===== src/rtl/song_sequencer.sv =====
// Note-ROM tune player: fetches {note, beats} entries from one song slot, holds each note for
// beats*TICKS_PER_BEAT cycles, optionally followed by a rest gap, and pulses oDone at song end.
module song_sequencer #(
  parameter int unsigned ADDR_W         = 8,
  parameter int unsigned SLOT_BITS      = 5,
  parameter int unsigned TICKS_PER_BEAT = 12500000,
  parameter int unsigned GAP_CYCLES     = 1250000
) (
  input  logic              iClk,
  input  logic              iReset_n,
  input  logic              iStart,
  input  logic              iStop,
  input  logic [1:0]        iSongSel,
  input  logic [11:0]       iRomData,
  output logic [ADDR_W-1:0] oRomAddr,
  output logic [7:0]        oNote,
  output logic              oPlaying,
  output logic              oDone
);

  localparam int unsigned TickW = (TICKS_PER_BEAT > 1) ? $clog2(TICKS_PER_BEAT) : 1;
  localparam int unsigned GapW  = (GAP_CYCLES > 1) ? $clog2(GAP_CYCLES) : 1;
  localparam logic [7:0]  RestCode = 8'd99;

  typedef enum logic [2:0] {StIdle, StFetch, StLoad, StPlay, StGap, StDone} state_e;

  state_e                state_q;
  logic [ADDR_W-1:0]     addr_q;
  logic [SLOT_BITS-1:0]  offset_q;
  logic [7:0]            note_q;
  logic [7:0]            out_note_q;
  logic [3:0]            beat_q;
  logic [TickW-1:0]      tick_q;
  logic [GapW-1:0]       gap_q;
  logic                  playing_q;
  logic                  done_q;

  logic tick_wrap, note_end, gap_end, advance, last_entry;

  always_comb begin
    tick_wrap  = (tick_q == TickW'(TICKS_PER_BEAT - 1));
    note_end   = (state_q == StPlay) && tick_wrap && (beat_q == 4'd1);
    gap_end    = (state_q == StGap) && (gap_q == GapW'(GAP_CYCLES - 1));
    advance    = (GAP_CYCLES == 0) ? note_end : gap_end;
    last_entry = &offset_q;
  end

  always_ff @(posedge iClk or negedge iReset_n) begin
    if (!iReset_n) begin
      state_q    <= StIdle;
      addr_q     <= '0;
      offset_q   <= '0;
      note_q     <= '0;
      out_note_q <= '0;
      beat_q     <= '0;
      tick_q     <= '0;
      gap_q      <= '0;
      playing_q  <= 1'b0;
      done_q     <= 1'b0;
    end else begin
      done_q <= 1'b0;
      if (iStop && (state_q != StIdle)) begin
        state_q    <= StIdle;
        out_note_q <= '0;
        playing_q  <= 1'b0;
      end else begin
        unique case (state_q)
          StIdle: begin
            if (iStart && !iStop) begin
              addr_q    <= ADDR_W'(iSongSel) << SLOT_BITS;
              offset_q  <= '0;
              playing_q <= 1'b1;
              state_q   <= StFetch;
            end
          end
          StFetch: state_q <= StLoad;
          StLoad: begin
            if (iRomData[3:0] == 4'd0) begin
              state_q    <= StDone;
              out_note_q <= '0;
              playing_q  <= 1'b0;
              done_q     <= 1'b1;
            end else begin
              note_q     <= iRomData[11:4];
              out_note_q <= iRomData[11:4];
              beat_q     <= iRomData[3:0];
              tick_q     <= '0;
              state_q    <= StPlay;
            end
          end
          StPlay: begin
            if (tick_wrap) begin
              tick_q <= '0;
              beat_q <= beat_q - 4'd1;
            end else begin
              tick_q <= tick_q + 1'b1;
            end
            if (note_end && (GAP_CYCLES != 0)) begin
              state_q    <= StGap;
              out_note_q <= RestCode;
              gap_q      <= '0;
            end
          end
          StGap:  gap_q   <= gap_q + 1'b1;
          StDone: state_q <= StIdle;
          default: state_q <= StIdle;
        endcase
        // The last slot entry ends the song implicitly so the next slot is never read.
        if (advance) begin
          if (last_entry) begin
            state_q    <= StDone;
            out_note_q <= '0;
            playing_q  <= 1'b0;
            done_q     <= 1'b1;
          end else begin
            addr_q     <= addr_q + 1'b1;
            offset_q   <= offset_q + 1'b1;
            out_note_q <= note_q;
            state_q    <= StFetch;
          end
        end
      end
    end
  end

  assign oRomAddr = addr_q;
  assign oNote    = out_note_q;
  assign oPlaying = playing_q;
  assign oDone    = done_q;

endmodule


===== config.mk =====
export PLATFORM = sky130hd
export DESIGN_NAME = song_sequencer
export DESIGN_NICKNAME = d
export VERILOG_FILES = /design/src/rtl/song_sequencer.sv
export SDC_FILE = /design/constraint.sdc
export NUM_CORES = 1
export LEC_CHECK = 0
export CORE_MARGIN = 2
export CORE_UTILIZATION = 43
export DETAILED_ROUTE_END_ITERATION = 8
export GPL_ROUTABILITY_DRIVEN = 0
export HOLD_SLACK_MARGIN = 0.12
export RECOVER_POWER = 25
export SLEW_MARGIN = 10
export SYNTH_ARGS = -nofsm -noshare
export SYNTH_HDL_FRONTEND = slang
export SYNTH_SLANG_ARGS = --single-unit

===== constraint.sdc =====
create_clock -name iClk -period 3 [get_ports iClk]
set_input_delay 0.6 -clock iClk [delete_from_list [all_inputs] [get_ports iClk]]
set_output_delay 0.6 -clock iClk [all_outputs]
set_load 0.01 [all_outputs]

==> flow_summary.json <==
{
  "crit_family": "simple AND/OR/NAND/NOR gates",
  "tightest_slew_ns": 2.46,
  "min_period_ns": 2.65,
  "slowest_stage": "or4_1",
  "synthCells": 494,
  "antenna_left": 0,
  "dpl.hpwl_mm": 7.72,
  "finalMaxSlewViolations": 43,
  "slowest_delay_ns": 0.57,
  "root_buffer": "clkbuf_8",
  "grt_pass1_vias": 3820,
  "end_kind": "flip-flop",
  "postLayoutCoreUtil_pct": 50.5,
  "status": "complete, but fails checks",
  "finalNetCount": 563,
  "cts.repair.resized": 0,
  "io_buffers": 35,
  "drt_wl_total_mm": 11.0,
  "worstPathArrival_ns": 2.92,
  "cp_max_fo": 8,
  "num_rows": 38,
  "clkSinkCount": 83,
  "io_pins": 36,
  "synth.distinct_cells": 73,
  "hold_buffers": 0,
  "htreeDepth": 3,
  "post_cts_buffers": 0,
  "ys_ff_latch": 83,
  "synth_warnings": 0,
  "ys_dominant_reg_cell": "dfrtp_1",
  "async_flop_share_pct": 100,
  "grt_pass1_wl_mm": 18.8,
  "cp_cell_sequence": "or4_1 > nor4_1 > buf_4 > a31oi_1 > a22oi_4 > mux2_2",
  "first_pass_iters": 5,
  "syn_nets": 519,
  "cts_tree": "built",
  "gr-total-overflow": 0,
  "power_density_nw_per_um2": 590,
  "diodes": 0,
  "clk_latency_ns": 0.38,
  "clock_path_buffers": 2,
  "max_cap_viol_count": 1,
  "drt_iter0_markers": 244,
  "hold_viol": 0,
  "numCtsBuffers": 9,
  "holdWs_ns": 0.474,
  "core_um2": 10700,
  "crit_type": "flip-flop to flip-flop",
  "p_leak_nw": 2.28,
  "clk_pin_slew_worst_paths_ns": 0.08,
  "num_vias": 3892,
  "fin_setup_tns_ns": 0,
  "die_width_um": 108,
  "drc": 0,
  "synth_edf_count": 0,
  "viasPerCell": 5.70,
  "wire_per_inst_um": 16.1,
  "area_delta_synth_final_pct": 15.9,
  "skew_ns": 0.00639,
  "required_ns": 3.27,
  "critPathBufInv": 1,
  "fin_crit_sh_pct": 88.5,
  "relSlewSlack_pct": -64.0,
  "antenna_found_initial": 0,
  "grt_max_degree": 44,
  "grt_usage_pct": 20.7,
  "setup_viol": 0,
  "crit_path_start_kind": "flip-flop",
  "yosysSeqAreaShare_pct": 44.4,
  "die-area_um2": 11700,
  "violations": "capacitance limit, slew limit",
  "syn_area_um2": 4680,
  "synth.avg_cell_area_um2": 9.47,
  "peakVddDrop_v": 0.000365,
  "hp-class": "flip-flop to flip-flop",
  "final_cell_mix": "dfrtp_1, nor2_1, nand2_1",
  "max_freq_mhz": 377,
  "dieHeight_um": 108,
  "rsz0062_at_grt": "false",
  "final_common_cell": "dfrtp_1",
  "start_util_pct": 43.5,
  "drive_gt1_share_pct": 11.2
}
-- cells in the mapped netlist, drive strengths merged, types with 2 or more instances --
cell / instances / area (um^2)
a22o: 9 / 78.8
nor3b: 5 / 42.5
a211oi: 3 / 22.5
and2: 3 / 18.8
inv: 24 / 90.1
o211ai: 5 / 37.5
o21ai: 29 / 149
nor2: 48 / 180
and3: 10 / 62.6
ha: 7 / 87.6
xnor2: 8 / 70.1
a221o: 3 / 30.0
nand2b: 7 / 43.8
clkbuf: 14 / 52.6
and4: 4 / 35.0
a21o: 2 / 15.0
o31ai: 2 / 28.8
dfrtp: 83 / 2080
o2bb2ai: 2 / 17.5
nand3: 25 / 125
nand4b: 2 / 17.5
a21oi: 10 / 53.8
or4: 6 / 48.8
a41oi: 4 / 35.0
a31oi: 15 / 93.8
mux2: 20 / 225
nor4: 8 / 71.3
o22ai: 8 / 50.1
and3b: 3 / 26.3
xor2: 10 / 87.6
mux2i: 2 / 20.0
a2bb2oi: 3 / 26.3
or2: 4 / 25.0
nor3: 22 / 126
nand4: 20 / 131
a21boi: 2 / 15.0
or3: 4 / 30.0
buf: 8 / 51.3
nand2: 35 / 131
-- worst register-to-register path, stage by stage, from the launching register on --
cell and delay (ns):
dfrtp_1 0.44, or4_1 0.57, nor4_1 0.35, buf_4 0.18, a31oi_1 0.27, a22oi_4 0.36
mux2_2 0.38
-- where the power goes --
part / switching [mW] / leakage (nW) / internal, mW
registers: 0.218 / 1.10 / 1.34
logic: 0.467 / 1.10 / 0.470
clock network: 0.411 / 0.0791 / 0.296
-- area by class of cell --
| cell class | instances | area (um^2) |
|---|---|---|
| well taps | 140 | 175 |
| clock inverters | 5 | 30.0 |
| inverters | 24 | 90.1 |
| clock buffers | 11 | 131 |
| multi-input cells | 365 | 2410 |
| flip-flops and latches | 83 | 2080 |
| fillers | 1062 | 5320 |
| repair buffers | 55 | 507 |
-- per-layer routing --
metal	wire [um]	track usage [%]	part of all wire [%]
met3	447	4.88	4.1
met2	5200	32.9	47
met5	0	0	0
met4	142	6.32	1.3
met1	5240	28.2	47
-- worst paths after layout --
check	startpoint	end	slack, ns	cells after the start
setup reg to reg	gap_q[8]$_DFFE_PN0P_	oNote[0]$_DFFE_PN0P_	0.35	6
min in group asynchronous	iReset_n	gap_q[20]$_DFFE_PN0P_	0.98	1
max in group asynchronous	iReset_n	offset_q[0]$_DFFE_PN0N_	0.63	1
hold / removal	offset_q[3]$_DFFE_PN0N_	offset_q[3]$_DFFE_PN0N_	0.47	1
hold reg to reg	offset_q[3]$_DFFE_PN0N_	offset_q[3]$_DFFE_PN0N_	0.47	1
setup / recovery	gap_q[8]$_DFFE_PN0P_	oNote[0]$_DFFE_PN0P_	0.35	6
-- per-stage QoR --
stage	cells	power, mW	setup WS (ns)	instance area, um^2
6_report	683	3.20	0.346	5420
5_1_grt	683	3.43	0.159	5420
4_1_cts	683	3.24	0.324	5430
3_5_place_dp	667	2.52	0.308	5270
3_3_place_gp	667	2.50	0.317	5270
2_1_floorplan	494	2.13	0.642	4680
-- cells by family after synthesis --
kind of cell / after synthesis / share of synthesized area, %
muxes: 22 / 5.24
and+or+nand+nor: 212 / 25.0
xor gates and xnor gates: 18 / 3.37
adders and majority gates: 7 / 1.87
AOI/OAI and AO/OA: 106 / 16.0
DFF: 83 / 44.4
buffers and inverters: 46 / 4.15
-- state kept, by name, indices dropped and copies added (netlist names) --
signal / flops
tick_q: 24
oDone: 1
oNote: 8
oPlaying: 1
gap_q: 21
offset_q: 5
note_q: 8
state_q: 3
oRomAddr: 8
beat_q: 4
Note: power is estimated with default switching activity, not from simulation.
==> RTL edit (same settings) <==
Reset style: synchronous (`iReset_n`), changed in one clocked block.
--- a/src/rtl/song_sequencer.sv
+++ b/src/rtl/song_sequencer.sv
@@ -45,7 +45,7 @@
     last_entry = &offset_q;
   end
 
-  always_ff @(posedge iClk or negedge iReset_n) begin
+  always_ff @(posedge iClk) begin
     if (!iReset_n) begin
       state_q    <= StIdle;
       addr_q     <= '0;
Formal check against the unedited RTL: differs if iReset_n is asserted again (counterexample within 4 cycles, from zero or initial values and one cycle with iReset_n low); with iReset_n held inactive, the same outputs for 10 cycles.
==> RTL edit against the original RTL <==
Non-clock buffer count up 5; synthesized area fell by 2.7%; sequential cell count unchanged; highest routed layer unchanged; first-iteration DRC count shrank 22%; design area decreased by 2.8%; critical path depth is the same; setup slack better by 27 ps; wire length is 7.7% higher.
Power is not compared: it rests on default switching activity, and its combinational part moved more than twofold at a synthesized area within 25%.
==> RTL edit: results (changes against the original RTL) <==
| Metric | Value |
|---|---|
| Run status | `completed` |
| Leading post-synthesis cells by cell area | `dfxtp_1, nor2_1, a21oi_1` |
| Cell variety after synth | `66 (-9.6%)` |
| Pin count of the biggest net entering global routing | `28 (-36%)` |
| Fraction of synthesized cell area in xor and xnor cells | `0.0366 (+0.00286)` |
| Worst Hold Launch | `note_q[2]` |
| DP HPWL | `8.49 mm (+10%)` |
| Relative area of clock buffers and inverters in the final design | `0.0340 (+0.00419)` |
| Data arrival time of the critical path | `2930 ps (about the same)` |
| Endpoint of the worst hold path | `oNote[2]` |
| Multi-input gate share of total cell area | `0.509 (+0.0637)` |
| Number of placed instances with taps included | `709 (+6.3%)` |
| Non-clock buffering overhead in the final layout | `0.101 (+0.00722)` |
| Instance count of the mapped netlist | `548 (+11%)` |
| Buffers, non-clock | `60 (+9.1%)` |
| Area of placed instances | `5100 µm² (-3.1%)` |
| Final routed wire length divided by cell count | `16.4 µm (+1.6%)` |
| Pre-CTS setup slack | `298 ps (-9.74 ps)` |
| Reg-to-reg setup timing slack | `450 ps (+100 ps)` |
| Amount of wire on met3 after detailed routing | `540 µm (+21%)` |
| Share of synthesized area spent on multiplexers | `0.0272 (-0.0252)` |
| Slew of the pin with the lowest slew margin | `1170 ps (-1290 ps)` |
| R2R cell count | `4 (-2)` |
| Inverter count of the layout excluding clock inverters | `13 (-46%)` |
| Critical path fanouts, max | `6 (-2)` |
| Wire length on met2 | `5.70 mm (+9.5%)` |
| Number of global-route vias before repair | `4,077 (+6.7%)` |
| Met3 Use GR | `0.0559 (+0.00710)` |
| Avg Vias per Cell | `5.96 (+4.6%)` |
| Total routed wire length on the met1 layer | `5.60 mm (+6.9%)` |
| Synthesized area divided by synthesized cell count | `8.30 µm² (-12%)` |
| Sequential element share of the synthesized area | `0.365 (-0.0790)` |
| Count of fill cells added during filler insertion | `1,022 (-3.8%)` |
| Clock latency at the later pin of the worst-skew pair | `360 ps (-20 ps)` |
| Post-synthesis adder-cell area fraction | `0.0192 (+0.000520)` |
| Hold path cells | `2 (+1)` |
| Maximum single-stage delay on the critical path | `650 ps (+80 ps)` |
| Share of cells above drive strength 1 | `0.0969 (-0.0154)` |
| FF-to-FF End | `oRomAddr[0]` |
| Max stage delay cell, worst path | `nor3b_1` |
| Total global routing track utilization | `0.218 (+0.0110)` |
| First-pass GRT wire length | `19.8 mm (+5.3%)` |
| TritonRoute pass-1 iters | `6 (+1)` |
| Post-Syn Nets | `573 (+10%)` |
| Clock buffer cells | `13 (+2)` |
| Post-synthesis compound-gate area fraction | `0.189 (+0.0286)` |
| Minimum hold slack | `488 ps (+13.9 ps)` |
==> RTL edit: changes by cell type in the layout (fill, tap and decap cells not counted), sizes merged, moves of 9 or more <==
| cell | delta |
|---|---|
| a22o | -9 |
| clkdlybuf4s50 | -17 |
| xnor2 | +9 |
| dfrtp | -83 |
| mux2 | -17 |
| o41ai | +10 |
| inv | -12 |
| dfxtp | +83 |
| dlygate4sd3 | +18 |
| a21oi | +23 |
| o31ai | +10 |
==> RTL edit: worst max-delay path by stage <==
| stage | startpoint | slack, ps | cells past startpoint | endpoint |
|---|---|---|---|---|
| 3_5_place_dp | iRomData[2] | 300 | 7 | tick_q[10] |
| 2_1_floorplan | iStop | 830 | 6 | tick_q[0] |
| 4_1_cts | beat_q[0] | 350 | 6 | gap_q[19] |
| 5_1_grt | state_q[1] | 130 | 4 | offset_q[1] |
| 6_report | iStop | 370 | 6 | beat_q[3] |
| 3_3_place_gp | iRomData[2] | 350 | 6 | beat_q[3] |
